<file path="src/rtl/washer_pkg.sv">
// Shared types and phase-duration lookup for the washing-machine sequencer.
// The door-lock option (WASHER_DOOR_LOCK_EN) needs nothing from this package.
package washer_pkg;

   typedef enum logic [2:0] {
      S_IDLE,
      S_SOAK,
      S_WASH,
      S_DRAIN,
      S_RINSE,
      S_SPIN
   } state_t;

   localparam logic LOAD_LO = 1'b0;
   localparam logic LOAD_HI = 1'b1;

   // Length in cycles of the phase being entered; IDLE has no length.
   function automatic int unsigned phase_dur(
      input state_t      st,
      input logic        load,
      input int unsigned soak_lo,
      input int unsigned soak_hi,
      input int unsigned wash_lo,
      input int unsigned wash_hi,
      input int unsigned rinse,
      input int unsigned drain,
      input int unsigned spin
   );
      int unsigned d;
      d = 0;
      case (st)
         S_SOAK:  d = (load == LOAD_HI) ? soak_hi : soak_lo;
         S_WASH:  d = (load == LOAD_HI) ? wash_hi : wash_lo;
         S_DRAIN: d = drain;
         S_RINSE: d = rinse;
         S_SPIN:  d = spin;
         default: d = 0;
      endcase
      return d;
   endfunction

endpackage

</file>
<file path="src/rtl/washing_machine_ctrl_phase_timer.sv">
// Per-phase down counter: loaded on phase entry, frozen by hold, stops at zero.
module phase_timer #(
   parameter int CNT_W = 16
) (
   input  logic             clk,
   input  logic             rst,
   input  logic             load,
   input  logic [CNT_W-1:0] load_val,
   input  logic             hold,
   output logic             zero,
   output logic [CNT_W-1:0] count
);

   always_ff @(posedge clk) begin
      if (rst) begin
         count <= '0;
      end else if (load) begin
         count <= load_val;
      end else if (!hold && (count != '0)) begin
         count <= count - CNT_W'(1);
      end
   end

   assign zero = (count == '0);

endmodule

</file>
<file path="src/rtl/washing_machine_ctrl.sv">
// Washing-machine phase sequencer with internal phase timers, rinse repeats,
// pause and abort-via-drain. Optional door interlock under WASHER_DOOR_LOCK_EN.
module washing_machine_ctrl
   import washer_pkg::*;
#(
   parameter int          CNT_W     = 16,
   parameter int unsigned T_SOAK_LO = 4,
   parameter int unsigned T_SOAK_HI = 6,
   parameter int unsigned T_WASH_LO = 5,
   parameter int unsigned T_WASH_HI = 8,
   parameter int unsigned T_RINSE   = 3,
   parameter int unsigned T_DRAIN   = 2,
   parameter int unsigned T_SPIN    = 4,
   parameter int unsigned N_RINSE   = 2
) (
   input  logic                         clk,
   input  logic                         rst,
   input  logic                         start,
   input  logic                         select,
   input  logic                         stop,
   input  logic                         pause,
`ifdef WASHER_DOOR_LOCK_EN
   input  logic                         door_closed,
   output logic                         door_lock,
`endif
   output logic                         idle,
   output logic                         soak_low,
   output logic                         soak_high,
   output logic                         wash_low,
   output logic                         wash_high,
   output logic                         rinse,
   output logic                         spin,
   output logic                         drain,
   output logic                         busy,
   output logic                         paused,
   output logic                         done,
   output logic                         aborted,
   output logic [$clog2(N_RINSE+1)-1:0] rinse_idx,
   output logic [CNT_W-1:0]             time_left
);

   localparam int RI_W = $clog2(N_RINSE + 1);

   state_t           state, state_nx;
   logic             load_lvl, lvl_eff;
   logic             abort_q;
   logic             active, start_ok, stop_act, hold_req, hold;
   logic             tmr_load, tmr_zero;
   logic [CNT_W-1:0] tmr_val, tmr_count;
   int unsigned      dur;

   assign active = (state != S_IDLE);
`ifdef WASHER_DOOR_LOCK_EN
   assign start_ok  = (state == S_IDLE) && start && door_closed;
   assign hold_req  = pause || !door_closed;
   assign door_lock = active;
`else
   assign start_ok  = (state == S_IDLE) && start;
   assign hold_req  = pause;
`endif
   // Stop outranks a hold so an abort while paused acts at once.
   assign stop_act = active && stop;
   assign hold     = active && hold_req && !stop_act;
   assign lvl_eff  = (state == S_IDLE) ? select : load_lvl;

   always_comb begin
      state_nx = state;
      case (state)
         S_IDLE:  if (start_ok) state_nx = S_SOAK;
         S_SOAK:  if (stop_act) state_nx = S_DRAIN;
                  else if (!hold && tmr_zero) state_nx = S_WASH;
         S_WASH:  if (stop_act || (!hold && tmr_zero)) state_nx = S_DRAIN;
         S_RINSE: if (stop_act || (!hold && tmr_zero)) state_nx = S_DRAIN;
         S_SPIN:  if (stop_act) state_nx = S_DRAIN;
                  else if (!hold && tmr_zero) state_nx = S_IDLE;
         S_DRAIN: if (!hold && tmr_zero) begin
                     if (abort_q || stop_act)                state_nx = S_IDLE;
                     else if (rinse_idx == RI_W'(N_RINSE))  state_nx = S_SPIN;
                     else                                    state_nx = S_RINSE;
                  end
         default: state_nx = S_IDLE;
      endcase
   end

   always_comb begin
      tmr_load = (state_nx != state);
      dur      = phase_dur(state_nx, lvl_eff, T_SOAK_LO, T_SOAK_HI, T_WASH_LO,
                           T_WASH_HI, T_RINSE, T_DRAIN, T_SPIN);
      tmr_val  = (dur == 0) ? '0 : CNT_W'(dur - 1);
   end

   phase_timer #(.CNT_W(CNT_W)) u_timer (
      .clk      (clk),
      .rst      (rst),
      .load     (tmr_load),
      .load_val (tmr_val),
      .hold     (hold),
      .zero     (tmr_zero),
      .count    (tmr_count)
   );

   always_ff @(posedge clk) begin
      if (rst) begin
         state     <= S_IDLE;
         load_lvl  <= LOAD_LO;
         abort_q   <= 1'b0;
         rinse_idx <= '0;
         done      <= 1'b0;
         aborted   <= 1'b0;
      end else begin
         state <= state_nx;
         if (start_ok) load_lvl <= select;
         if (state_nx == S_IDLE) abort_q <= 1'b0;
         else if (stop_act)      abort_q <= 1'b1;
         // Cleared on the way into IDLE so it reads 0 throughout IDLE.
         if (state_nx == S_IDLE)
            rinse_idx <= '0;
         else if ((state == S_RINSE) && (state_nx == S_DRAIN))
            rinse_idx <= rinse_idx + RI_W'(1);
         done    <= (state == S_SPIN)  && (state_nx == S_IDLE);
         aborted <= (state == S_DRAIN) && (state_nx == S_IDLE);
      end
   end

   assign idle      = (state == S_IDLE);
   assign soak_low  = (state == S_SOAK) && (load_lvl == LOAD_LO);
   assign soak_high = (state == S_SOAK) && (load_lvl == LOAD_HI);
   assign wash_low  = (state == S_WASH) && (load_lvl == LOAD_LO);
   assign wash_high = (state == S_WASH) && (load_lvl == LOAD_HI);
   assign rinse     = (state == S_RINSE);
   assign spin      = (state == S_SPIN);
   assign drain     = (state == S_DRAIN);
   assign busy      = active;
   assign paused    = hold;
   assign time_left = tmr_count;

endmodule
</file>
<file path="config.mk">
export PLATFORM = sky130hd
export DESIGN_NAME = washing_machine_ctrl
export DESIGN_NICKNAME = d
export VERILOG_FILES = /design/src/rtl/washer_pkg.sv /design/src/rtl/washing_machine_ctrl_phase_timer.sv /design/src/rtl/washing_machine_ctrl.sv
export SDC_FILE = /design/constraint.sdc
export NUM_CORES = 1
export LEC_CHECK = 0
export CAP_MARGIN = 10
export CORE_AREA = 2 2 62 64
export CTS_CLUSTER_SIZE = 10
export DETAILED_ROUTE_END_ITERATION = 7
export DIE_AREA = 0 0 64 66
export HOLD_SLACK_MARGIN = 0.05
export PLACE_DENSITY = 0.8
export SLEW_MARGIN = 20
export SYNTH_ARGS = -nofsm -noshare
export SYNTH_HDL_FRONTEND = slang
export SYNTH_SLANG_ARGS = --single-unit
</file>
<file path="constraint.sdc">
create_clock -name clk -period 3.7 [get_ports clk]
set_clock_uncertainty 0.05 [all_clocks]
set_input_delay 0.74 -clock clk [delete_from_list [all_inputs] [get_ports clk]]
set_output_delay 0.74 -clock clk [all_outputs]
set_load 0.02 [all_outputs]
</file>
==> impl_metrics.toml <==
[outcome]
status = "completed"

[routing]
routed_via_density = 5.815
wl_per_cell_microns = 14.29
firstDrtPassIters = 5
wl_mm = 4.717
postRouteAntennaNets = 0
drc_errors = 0
first_iter_violations = 134
vias = 1919

[cells_and_area]
final-instance-count-excl-fill = 330
final_common_cell = "clkdlybuf4s50_1"
mostFrequentLayoutCells = "clkdlybuf4s50_1 (35), nor2_1 (31), dfxtp_1 (25), buf_4 (25), nor3_1 (22)"
final_nets = 294
area_growth_pct = 33.62
multiInputGateArea_sq_um = 1177
diodes = 0
fillers = 307
drive_above_1_share_pct = 17.38
register_area_sq_um = 500.5

[job]
drv_cap = 0

[clocking]
cts_setup_buffers = 0
cts_max_path_buffers = 2
path_clk_slew_ns = 0.16
cts_buffers = 3
clock_latency_ns = 0.34
cts_sinks = 25
root_buffer = "clkbuf_4"
htreeDepth = 1
cts_tree = "done"

[timing]
setup_viol = 0
max_freq_mhz = 284.3
fin_setup_tns_ns = 0
tightest_slew_ns = 0.8997
drv_slew = 0
final.min_clock_period_ns = 3.518
hold_viol_final = 0
finalCritPeriodShare_pct = 95.07
slew_headroom_pct = 39.84

[grt]
gr-usage-all-layers_pct = 23.71
grt-ovfl-total = 0
grt_first_pass_wirelength_mm = 8.017
antenna_found_initial = 0
grt_pass1_vias = 1723
grt_start_max_net_pins = 26

[worst_setup_path]
crit_type = "primary input to flip-flop"
worstPathArrival_ns = 3.73
required_ns = 3.91
startpoint_type = "primary input"
worstPathMaxFanout = 6
crit_path_end_kind = "flip-flop"

[power]
p_leak_nw = 0.9412
clkPwrFrac_pct = 6.3
p_total_mw = 2.122
p_comb_share_pct = 73.8
peakVddDrop_mv = 0.4729
p_seq_share_pct = 19.8
p_switching_mw = 1.026
netSwitchingFraction_pct = 48.35
intPower_mw = 1.096
power_density_nw_per_um2 = 903.9

[floorplan]
die_w_microns = 64
pin_count = 36
core-area_sq_um = 3551
die-area_sq_um = 4224
die_y_microns = 66
initial_utilization_pct = 49.47
fp-row-count = 22

[yosys]
avgSynthCellArea_sq_um = 7.638
synth_edf_count = 0
synthCells = 230
synth-seq-cells = 25
synth.distinct_cells = 56
async_flop_share_pct = 0
yosysWarnings = 0
syn_nets = 241
synth_area_sq_um = 1757
ys_seq_area_share_pct = 28.49
synth_flop_cell = "dfxtp_1"

[place]
numPortBuffers = 35
dpl.hpwl_mm = 3.529
place_inst = 326
gp_congestion = 0.9009

[hold_path]
worstHoldPathType = "flip-flop to flip-flop"
==> cell usage after synthesis (3+ instances only) <==
cell | count | area (sq um)
a21oi_1 | 21 | 105.1
a31oi_1 | 5 | 31.28
and3_1 | 3 | 18.77
clkbuf_1 | 7 | 26.28
dfxtp_1 | 25 | 500.5
ha_1 | 5 | 62.56
inv_1 | 10 | 37.54
mux2i_1 | 3 | 30.03
nand2_1 | 13 | 48.80
nand2b_1 | 3 | 18.77
nand3_1 | 6 | 30.03
nor2_1 | 32 | 120.1
nor3_1 | 22 | 110.1
nor4_1 | 8 | 50.05
o21ai_0 | 7 | 35.03
or2_2 | 3 | 18.77
or3_1 | 3 | 18.77
xnor2_1 | 7 | 61.31
==> state kept, by name, summed over array words and instances, names as in the netlist <==
register	cells
u_timer.count	16
abort_q	1
done	1
load_lvl	1
rinse_idx	2
aborted	1
state	3
==> through the flow <==
step                      area [sq um]  hold WS (ns)  utilization, %  setup WS (ns)
after floorplan                   1757        0.4282               -         0.2194
after global placement            2300        0.4500           64.76        -0.1270
after detailed placement          2300        0.4512           64.76        -0.2039
after CTS                         2331        0.4717           65.64        0.03018
after global routing              2347        0.5192           66.10      -0.006901
final                             2347        0.4707           66.10         0.1823
==> path summary, 6_finish.rpt <==
kind / end / depth (start not counted) / slack, ns / startpoint
setup / recovery: u_timer.count[15] / 14 / 0.18 / pause
hold / removal: load_lvl / 2 / 0.47 / load_lvl
setup reg to reg: u_timer.count[15] / 15 / 0.25 / state[0]
hold reg to reg: load_lvl / 2 / 0.47 / load_lvl
==> cell type report <==
cell class / instances / area share, %
clock buffers: 3 / 0.9595
clock inverters: 1 / 0.3198
inverters: 11 / 1.759
multi-input cells: 182 / 50.16
flip-flops and latches: 25 / 21.32
well taps: 48 / 2.559
repair buffers: 60 / 22.92
==> cell families (layout without fill, tap and decap cells) <==
family	count (synthesis)	after routing	synth area share, %
buf+inv	23	75	5.485
xor+xnor	8	8	3.989
compound gates	56	56	22.51
simple gates	110	110	34.26
flops	25	25	28.49
fa+ha+maj	5	5	3.561
mux	3	3	1.709
==> layer usage <==
| metal | wire (microns) | global-route usage (%) | share of wire (%) |
|---|---|---|---|
| met5 | 0 | 0 | 0 |
| met4 | 85 | 9.239 | 1.8 |
| met3 | 281 | 2.044 | 6.0 |
| met2 | 2212 | 40.10 | 47 |
| met1 | 2137 | 31.23 | 45 |
==> timing repair <==
action | in CTS | in global routing
resized for setup | 1 | 3
pin swaps | 0 | 1
gates cloned | 0 | 0
endpoints found under the setup margin | 1 | 10
hold buffers | 0 | 0
==> power by group through the flow <==
stage	Clock [mW]	Sequential [mW]	Combinational (mW)
2_1_floorplan	0	0.483	0.966
3_3_place_gp	0	0.422	1.51
3_5_place_dp	0	0.423	1.53
4_1_cts	0.139	0.419	1.54
5_1_grt	0.147	0.433	1.71
6_report	0.135	0.421	1.57
==> worst max-delay path, stage by stage <==
cell             delay, ns
clkdlybuf4s50_1       0.45
inv_1                 0.05
or3_4                 0.36
a32o_1                0.24
or3_1                 0.33
o21ai_0               0.08
o21ai_0               0.10
ha_1                  0.25
nand2b_1              0.09
a21oi_1               0.05
or4b_4                0.58
nand2_4               0.13
a211oi_1              0.08
nor4_1                0.22
No activity file was read; power rests on OpenSTA's default activity.
